**src/rtl/sfm_stream_slicer.sv**
```systemverilog
// Serialises wide strobed stream beats into OUT_WIDTH-bit slices, skipping empty
// slices, counting emitted slices against a job length and flagging the final one.
module sfm_stream_slicer #(
    parameter int DATA_WIDTH = 128,
    parameter int OUT_WIDTH  = 32,
    parameter int LEN_WIDTH  = 16
) (
    input  logic                    clk_i,
    input  logic                    rst_i,
    input  logic                    clear_i,
    input  logic                    start_i,
    input  logic [LEN_WIDTH-1:0]    tot_len_i,
    input  logic                    in_valid_i,
    output logic                    in_ready_o,
    input  logic [DATA_WIDTH-1:0]   in_data_i,
    input  logic [DATA_WIDTH/8-1:0] in_strb_i,
    output logic                    out_valid_o,
    input  logic                    out_ready_i,
    output logic [OUT_WIDTH-1:0]    out_data_o,
    output logic [OUT_WIDTH/8-1:0]  out_strb_o,
    output logic                    out_last_o,
    output logic                    busy_o,
    output logic                    done_o
);

    localparam int NS = DATA_WIDTH / OUT_WIDTH;
    localparam int SB = OUT_WIDTH / 8;
    localparam int IW = (NS > 1) ? $clog2(NS) : 1;

    typedef enum logic {IDLE, RUN} state_t;

    state_t                  state_q, state_d;
    logic [LEN_WIDTH-1:0]    len_q, cnt_q;
    logic                    done_q;
    logic [NS-1:0]           mask_p1;
    logic [DATA_WIDTH-1:0]   data_p1;
    logic [DATA_WIDTH/8-1:0] strb_p1;

    logic [IW-1:0] cur_idx;
    logic          run, pending, one_pending, last, hs, take;

    function automatic logic [IW-1:0] lowest_idx(input logic [NS-1:0] m);
        lowest_idx = '0;
        for (int k = NS - 1; k >= 0; k--) begin
            if (m[k]) lowest_idx = IW'(k);
        end
    endfunction

    function automatic logic [NS-1:0] slice_mask(input logic [DATA_WIDTH/8-1:0] s);
        slice_mask = '0;
        for (int k = 0; k < NS; k++) begin
            slice_mask[k] = |s[k*SB +: SB];
        end
    endfunction

    always_comb begin
        cur_idx     = lowest_idx(mask_p1);
        run         = (state_q == RUN);
        pending     = |mask_p1;
        one_pending = pending && ((mask_p1 & (mask_p1 - 1'b1)) == '0);
        last        = (cnt_q == len_q - 1'b1);
        hs          = run && pending && out_ready_i;
        take        = in_valid_i && in_ready_o;
    end

    always_ff @(posedge clk_i) begin
        if (rst_i || clear_i) begin
            state_q <= IDLE;
        end else begin
            state_q <= state_d;
        end
    end

    always_comb begin
        state_d = state_q;
        case (state_q)
            IDLE:    if (start_i && tot_len_i != '0) state_d = RUN;
            RUN:     if (hs && last) state_d = IDLE;
            default: state_d = IDLE;
        endcase
    end

    // Output slice is taken from the registered beat; a beat accepted in cycle t shows up in t+1.
    always_comb begin
        busy_o      = run;
        out_valid_o = run && pending;
        out_last_o  = out_valid_o && last;
        in_ready_o  = run && (!pending || (hs && one_pending && !last));
        done_o      = done_q;
        out_data_o  = '0;
        out_strb_o  = '0;
        if (out_valid_o) begin
            out_data_o = data_p1[cur_idx*OUT_WIDTH +: OUT_WIDTH];
            out_strb_o = strb_p1[cur_idx*SB +: SB];
        end
    end

    always_ff @(posedge clk_i) begin
        if (rst_i || clear_i) begin
            len_q   <= '0;
            cnt_q   <= '0;
            done_q  <= 1'b0;
            mask_p1 <= '0;
        end else begin
            done_q <= (state_q == IDLE && start_i && tot_len_i == '0) || (hs && last);
            if (state_q == IDLE && start_i) begin
                cnt_q <= '0;
                len_q <= tot_len_i;
            end else if (hs) begin
                cnt_q <= cnt_q + 1'b1;
            end
            // Reaching the job length drops whatever is still pending in the beat.
            if (hs && last) begin
                mask_p1 <= '0;
            end else if (take) begin
                mask_p1 <= slice_mask(in_strb_i);
            end else if (hs) begin
                mask_p1 <= mask_p1 & ~(NS'(1) << cur_idx);
            end
        end
    end

    always_ff @(posedge clk_i) begin
        if (take) begin
            data_p1 <= in_data_i;
            strb_p1 <= in_strb_i;
        end
    end

endmodule

```
**config.mk**
```make
export PLATFORM = sky130hd
export DESIGN_NAME = sfm_stream_slicer
export DESIGN_NICKNAME = d
export VERILOG_FILES = /design/src/rtl/sfm_stream_slicer.sv
export SDC_FILE = /design/constraint.sdc
export NUM_CORES = 1
export LEC_CHECK = 0
export CORE_MARGIN = 3
export CORE_UTILIZATION = 44
export CTS_CLUSTER_SIZE = 25
export DETAILED_ROUTE_END_ITERATION = 10
export GPL_ROUTABILITY_DRIVEN = 0
export PLACE_DENSITY = 0.77
export RECOVER_POWER = 25
export SLEW_MARGIN = 20
export SYNTH_ARGS = -nofsm -noshare
export SYNTH_HDL_FRONTEND = slang
export SYNTH_SLANG_ARGS = --single-unit
export TNS_END_PERCENT = 10
```
**constraint.sdc**
```tcl
create_clock -name clk_i -period 6.6 [get_ports clk_i]
set_clock_uncertainty 0.05 [all_clocks]
set_input_delay 1.98 -clock clk_i [delete_from_list [all_inputs] [get_ports clk_i]]
set_output_delay 1.98 -clock clk_i [all_outputs]
set_load 0.005 [all_outputs]
```
==> impl_results.html <==
<table>
<tr><th>Metric</th><th>Value</th></tr>
<tr><th colspan="2">Outcome</th></tr>
<tr><td>Run status</td><td>finished, final reports clean</td></tr>
<tr><th colspan="2">Pwr</th></tr>
<tr><td>Net Switching</td><td>0.000552 W</td></tr>
<tr><td>Part of the total power dissipated in sequential elements</td><td>50.8%</td></tr>
<tr><td>Clk network pwr share</td><td>40.5%</td></tr>
<tr><td>Switching Share</td><td>21.9%</td></tr>
<tr><td>Internal</td><td>0.00196 W</td></tr>
<tr><td>Cell area power density</td><td>238 nW/µm²</td></tr>
<tr><td>P_leak</td><td>3.51 nW</td></tr>
<tr><td>VDD IR-drop max</td><td>0.173 mV</td></tr>
<tr><td>Combinational cell fraction of total power</td><td>8.7%</td></tr>
<tr><th colspan="2">Synthesis</th></tr>
<tr><td>Number of enable-type register cells in the synthesized netlist</td><td>144</td></tr>
<tr><td>Count of mapped cells out of synthesis</td><td>570</td></tr>
<tr><td>Yosys reg bits</td><td>182</td></tr>
<tr><td>Most common library cells after synthesis</td><td>144 x edfxtp_1, 63 x nor2_1, 50 x nand2_1</td></tr>
<tr><td>Async set-reset flop share out of synthesis</td><td>0%</td></tr>
<tr><td>Distinct cell type count of the synthesized netlist</td><td>56</td></tr>
<tr><td>Ys Warns</td><td>0</td></tr>
<tr><td>Yosys top cell area share</td><td>56.8%</td></tr>
<tr><td>Cell type with the highest aggregate area in the netlist</td><td>edfxtp_1</td></tr>
<tr><td>Syn Nets</td><td>738</td></tr>
<tr><td>Summed instance area of the synthesized netlist</td><td>7620 µm²</td></tr>
<tr><td>Average footprint of a synthesized cell</td><td>13.4 µm²</td></tr>
<tr><td>Cell types occupying the most area after synthesis</td><td>edfxtp_1 57%, dfxtp_1 10%, mux2_2 5.3%, a222oi_1 4.7%, nor2_1 3.1%</td></tr>
<tr><td>Fraction of the yosys area taken by sequential cells</td><td>66.8%</td></tr>
<tr><td>Most frequent cell after synthesis</td><td>edfxtp_1</td></tr>
<tr><td>Dominant register cell in the synthesized netlist</td><td>edfxtp_1</td></tr>
<tr><th colspan="2">Global routing</th></tr>
<tr><td>Global-route wire length before repair</td><td>29.9 mm</td></tr>
<tr><td>Number of antenna violations at the first check in global routing</td><td>4</td></tr>
<tr><td>Remaining global-route overflow</td><td>0</td></tr>
<tr><td>Largest net degree at the start of global routing</td><td>94</td></tr>
<tr><td>Total global-route track usage</td><td>20.7%</td></tr>
<tr><td>Vias in the first global route</td><td>5,784</td></tr>
<tr><th colspan="2">Timing</th></tr>
<tr><td>Worst hold slack after final layout</td><td>0.439 ns</td></tr>
<tr><td>Fin Setup TNS</td><td>0 ns</td></tr>
<tr><td>Crit share post-route</td><td>89.8%</td></tr>
<tr><td>Slew headroom</td><td>42.6%</td></tr>
<tr><td>Clock period minus final worst setup slack</td><td>5.93 ns</td></tr>
<tr><td>Peak clock frequency supported by timing</td><td>169 MHz</td></tr>
<tr><td>Final number of max-transition violations</td><td>0</td></tr>
<tr><td>Setup repair after global routing missed its margin</td><td>no</td></tr>
<tr><td>Final setup violation count</td><td>0</td></tr>
<tr><td>Transition at the pin with the smallest max-transition slack</td><td>0.861 ns</td></tr>
<tr><td>Total count of hold-check failures in the final report</td><td>0</td></tr>
<tr><th colspan="2">CTS</th></tr>
<tr><td>Clock tree from TritonCTS</td><td>done</td></tr>
<tr><td>Number of sinks driven by the clock tree</td><td>182</td></tr>
<tr><td>Post-CTS Hold Fix Bufs</td><td>0</td></tr>
<tr><td>CTS Buf Count</td><td>17</td></tr>
<tr><td>Clk root buf</td><td>clkbuf_16</td></tr>
<tr><td>Buffer levels on the longest clock path</td><td>2</td></tr>
<tr><td>Number of H-tree levels</td><td>4</td></tr>
<tr><td>Post-CTS clock slew at the launch and capture registers of the worst setup and hold paths</td><td>0.07 ns</td></tr>
<tr><td>Buffers inserted by post-CTS timing repair</td><td>0</td></tr>
<tr><td>Number of resized instances in the post-cts repair step</td><td>0</td></tr>
<tr><td>Insertion delay to the later sink of the worst-skew pair</td><td>0.42 ns</td></tr>
<tr><th colspan="2">Drt</th></tr>
<tr><td>DRC viols</td><td>0</td></tr>
<tr><td>Router iterations before antenna repair</td><td>7</td></tr>
<tr><td>Routed length per instance</td><td>19.6 µm</td></tr>
<tr><td>DRT iter0 DRCs</td><td>598</td></tr>
<tr><td>Remaining antenna violation count after routing</td><td>0</td></tr>
<tr><td>Via count of the routed design</td><td>5,637</td></tr>
<tr><td>Aggregate routed wire length</td><td>19.7 mm</td></tr>
<tr><td>Via-to-Cell Ratio</td><td>5.60</td></tr>
<tr><th colspan="2">Critical path</th></tr>
<tr><td>Required time of the critical path</td><td>4.57 ns</td></tr>
<tr><td>Startpoint type of the worst setup path</td><td>input port</td></tr>
<tr><td>Type of destination of the critical path</td><td>output port</td></tr>
<tr><td>Maximum fanout count along the critical path</td><td>4</td></tr>
<tr><td>Worst Path Arrival</td><td>3.90 ns</td></tr>
<tr><td>Kind of critical path</td><td>input port to output port</td></tr>
<tr><th colspan="2">Floorplan</th></tr>
<tr><td>Floorplan die area</td><td>18,900 µm²</td></tr>
<tr><td>FP Rows</td><td>47</td></tr>
<tr><td>I/O pin total</td><td>207</td></tr>
<tr><td>Die width</td><td>138 µm</td></tr>
<tr><td>Die extent in y</td><td>138 µm</td></tr>
<tr><td>Core Footprint</td><td>16,800 µm²</td></tr>
<tr><td>Starting utilization of the core area</td><td>45.4%</td></tr>
<tr><th colspan="2">Layout</th></tr>
<tr><td>Fraction of layout cells with a size suffix above 1</td><td>11.7%</td></tr>
<tr><td>Layout overhead on the synthesized area</td><td>38.6%</td></tr>
<tr><td>Number of nets in the layout</td><td>938</td></tr>
<tr><th colspan="2">Job</th></tr>
<tr><td>Number of max-cap violations</td><td>0</td></tr>
<tr><th colspan="2">Min path</th></tr>
<tr><td>Class of the tightest hold or removal check</td><td>register to register</td></tr>
<tr><th colspan="2">Placement</th></tr>
<tr><td>Quantity of I/O buffers inserted on ports</td><td>206</td></tr>
<tr><td>Total half-perimeter wirelength after legalization and detailed placement</td><td>13.8 mm</td></tr>
</table>
==> cells in the final DEF (no fill, tap or decap), types with 3 or more instances in the layout <==
master,Yosys,layout
clkbuf_16,0,17
clkdlybuf4s50_1,0,115
xnor2_1,13,13
and3_1,4,3
a222oi_1,36,36
nor4_1,7,7
o22ai_1,6,6
o21ai_0,9,9
diode_2,0,4
inv_8,0,3
nand2_1,50,50
inv_1,9,9
mux2_2,36,36
edfxtp_1,144,144
buf_4,1,3
xor2_1,20,20
dlygate4sd3_1,0,91
nor3_1,7,6
nand3_1,10,10
or3_1,7,7
inv_6,0,4
nor2_1,63,62
nand4_1,13,13
a21oi_1,21,21
dfxtp_1,38,38
or4_1,5,5
==> per-layer routing <==
metal / GRT usage, % / vias to the layer above / routed length (µm)
li1: - / 2624 / -
met4: 7.04 / 0 / 366
met5: 0 / - / 0
met3: 6.87 / 35 / 1650
met1: 24.6 / 2695 / 7450
met2: 35.4 / 283 / 10300
==> worst paths after layout <==
kind                     from     endpoint  slack, ns  cells past startpoint
setup / recovery  out_ready_i   in_ready_o       0.67                      7
hold / removal      len_q[15]    len_q[15]       0.44                      2
setup reg to reg     len_q[0]  data_p1[67]       2.87                     10
hold reg to reg     len_q[15]    len_q[15]       0.44                      2
==> worst max-delay path, cell delays in order <==
cell and delay [ns]:
clkdlybuf4s50_1 0.53, inv_1 0.08, maj3_1 0.34, o22ai_1 0.13
a32oi_1 0.09, nor3_1 0.21, clkdlybuf4s50_1 0.53
==> sequential cells by signal, indices dropped and copies added (netlist names) <==
signal / flops
data_p1: 128
cnt_q: 16
len_q: 16
strb_p1: 16
mask_p1: 4
busy_o: 1
done_o: 1
==> power groups by stage <==
stage / sequential (W) / clock, W / combinational (W)
6_report: 0.00128 / 0.00102 / 0.000219
5_1_grt: 0.00128 / 0.00108 / 0.000235
4_1_cts: 0.00128 / 0.00103 / 0.000226
3_5_place_dp: 0.00130 / 0 / 0.000225
3_3_place_gp: 0.00130 / 0 / 0.000217
2_1_floorplan: 0.00130 / 0 / 0.0000944
==> kinds of logic (layout without fill, tap and decap cells) <==
kind of cell	count (synthesis)	count (layout)	synth area share [%]
fa+ha+maj	3	3	0.460
buf+inv	40	253	2.15
flops	182	182	66.8
simple gates	181	181	11.7
mux	36	36	5.32
xor+xnor	33	33	3.80
compound gates	95	95	9.78
other cells	0	4	0
==> final cells by class <==
class                           count  area (µm²)
Antenna cell                        4        10.0
Timing Repair Buffer              212        2150
Clock inverter                     13         161
Tap cell                          220         275
Inverter                            9        33.8
Clock buffer                       19         433
Multi-Input combinational cell    348        2410
Sequential cell                   182        5080
Fill cell                        1266        6200
==> stage by stage <==
step                cells  power, W  worst slack (ns)  instance area (µm²)  util [%]
CTS                  1001   0.00254             0.677                10500      62.6
detailed placement    969   0.00153             0.683                 9900      59.1
global placement      969   0.00152             0.704                 9900      59.1
finish               1007   0.00252             0.670                10600      63.0
global route         1007   0.00260             0.594                10600      63.0
floorplan             570   0.00140              1.51                 7620         -
No activity file was read; power rests on OpenSTA's default activity.
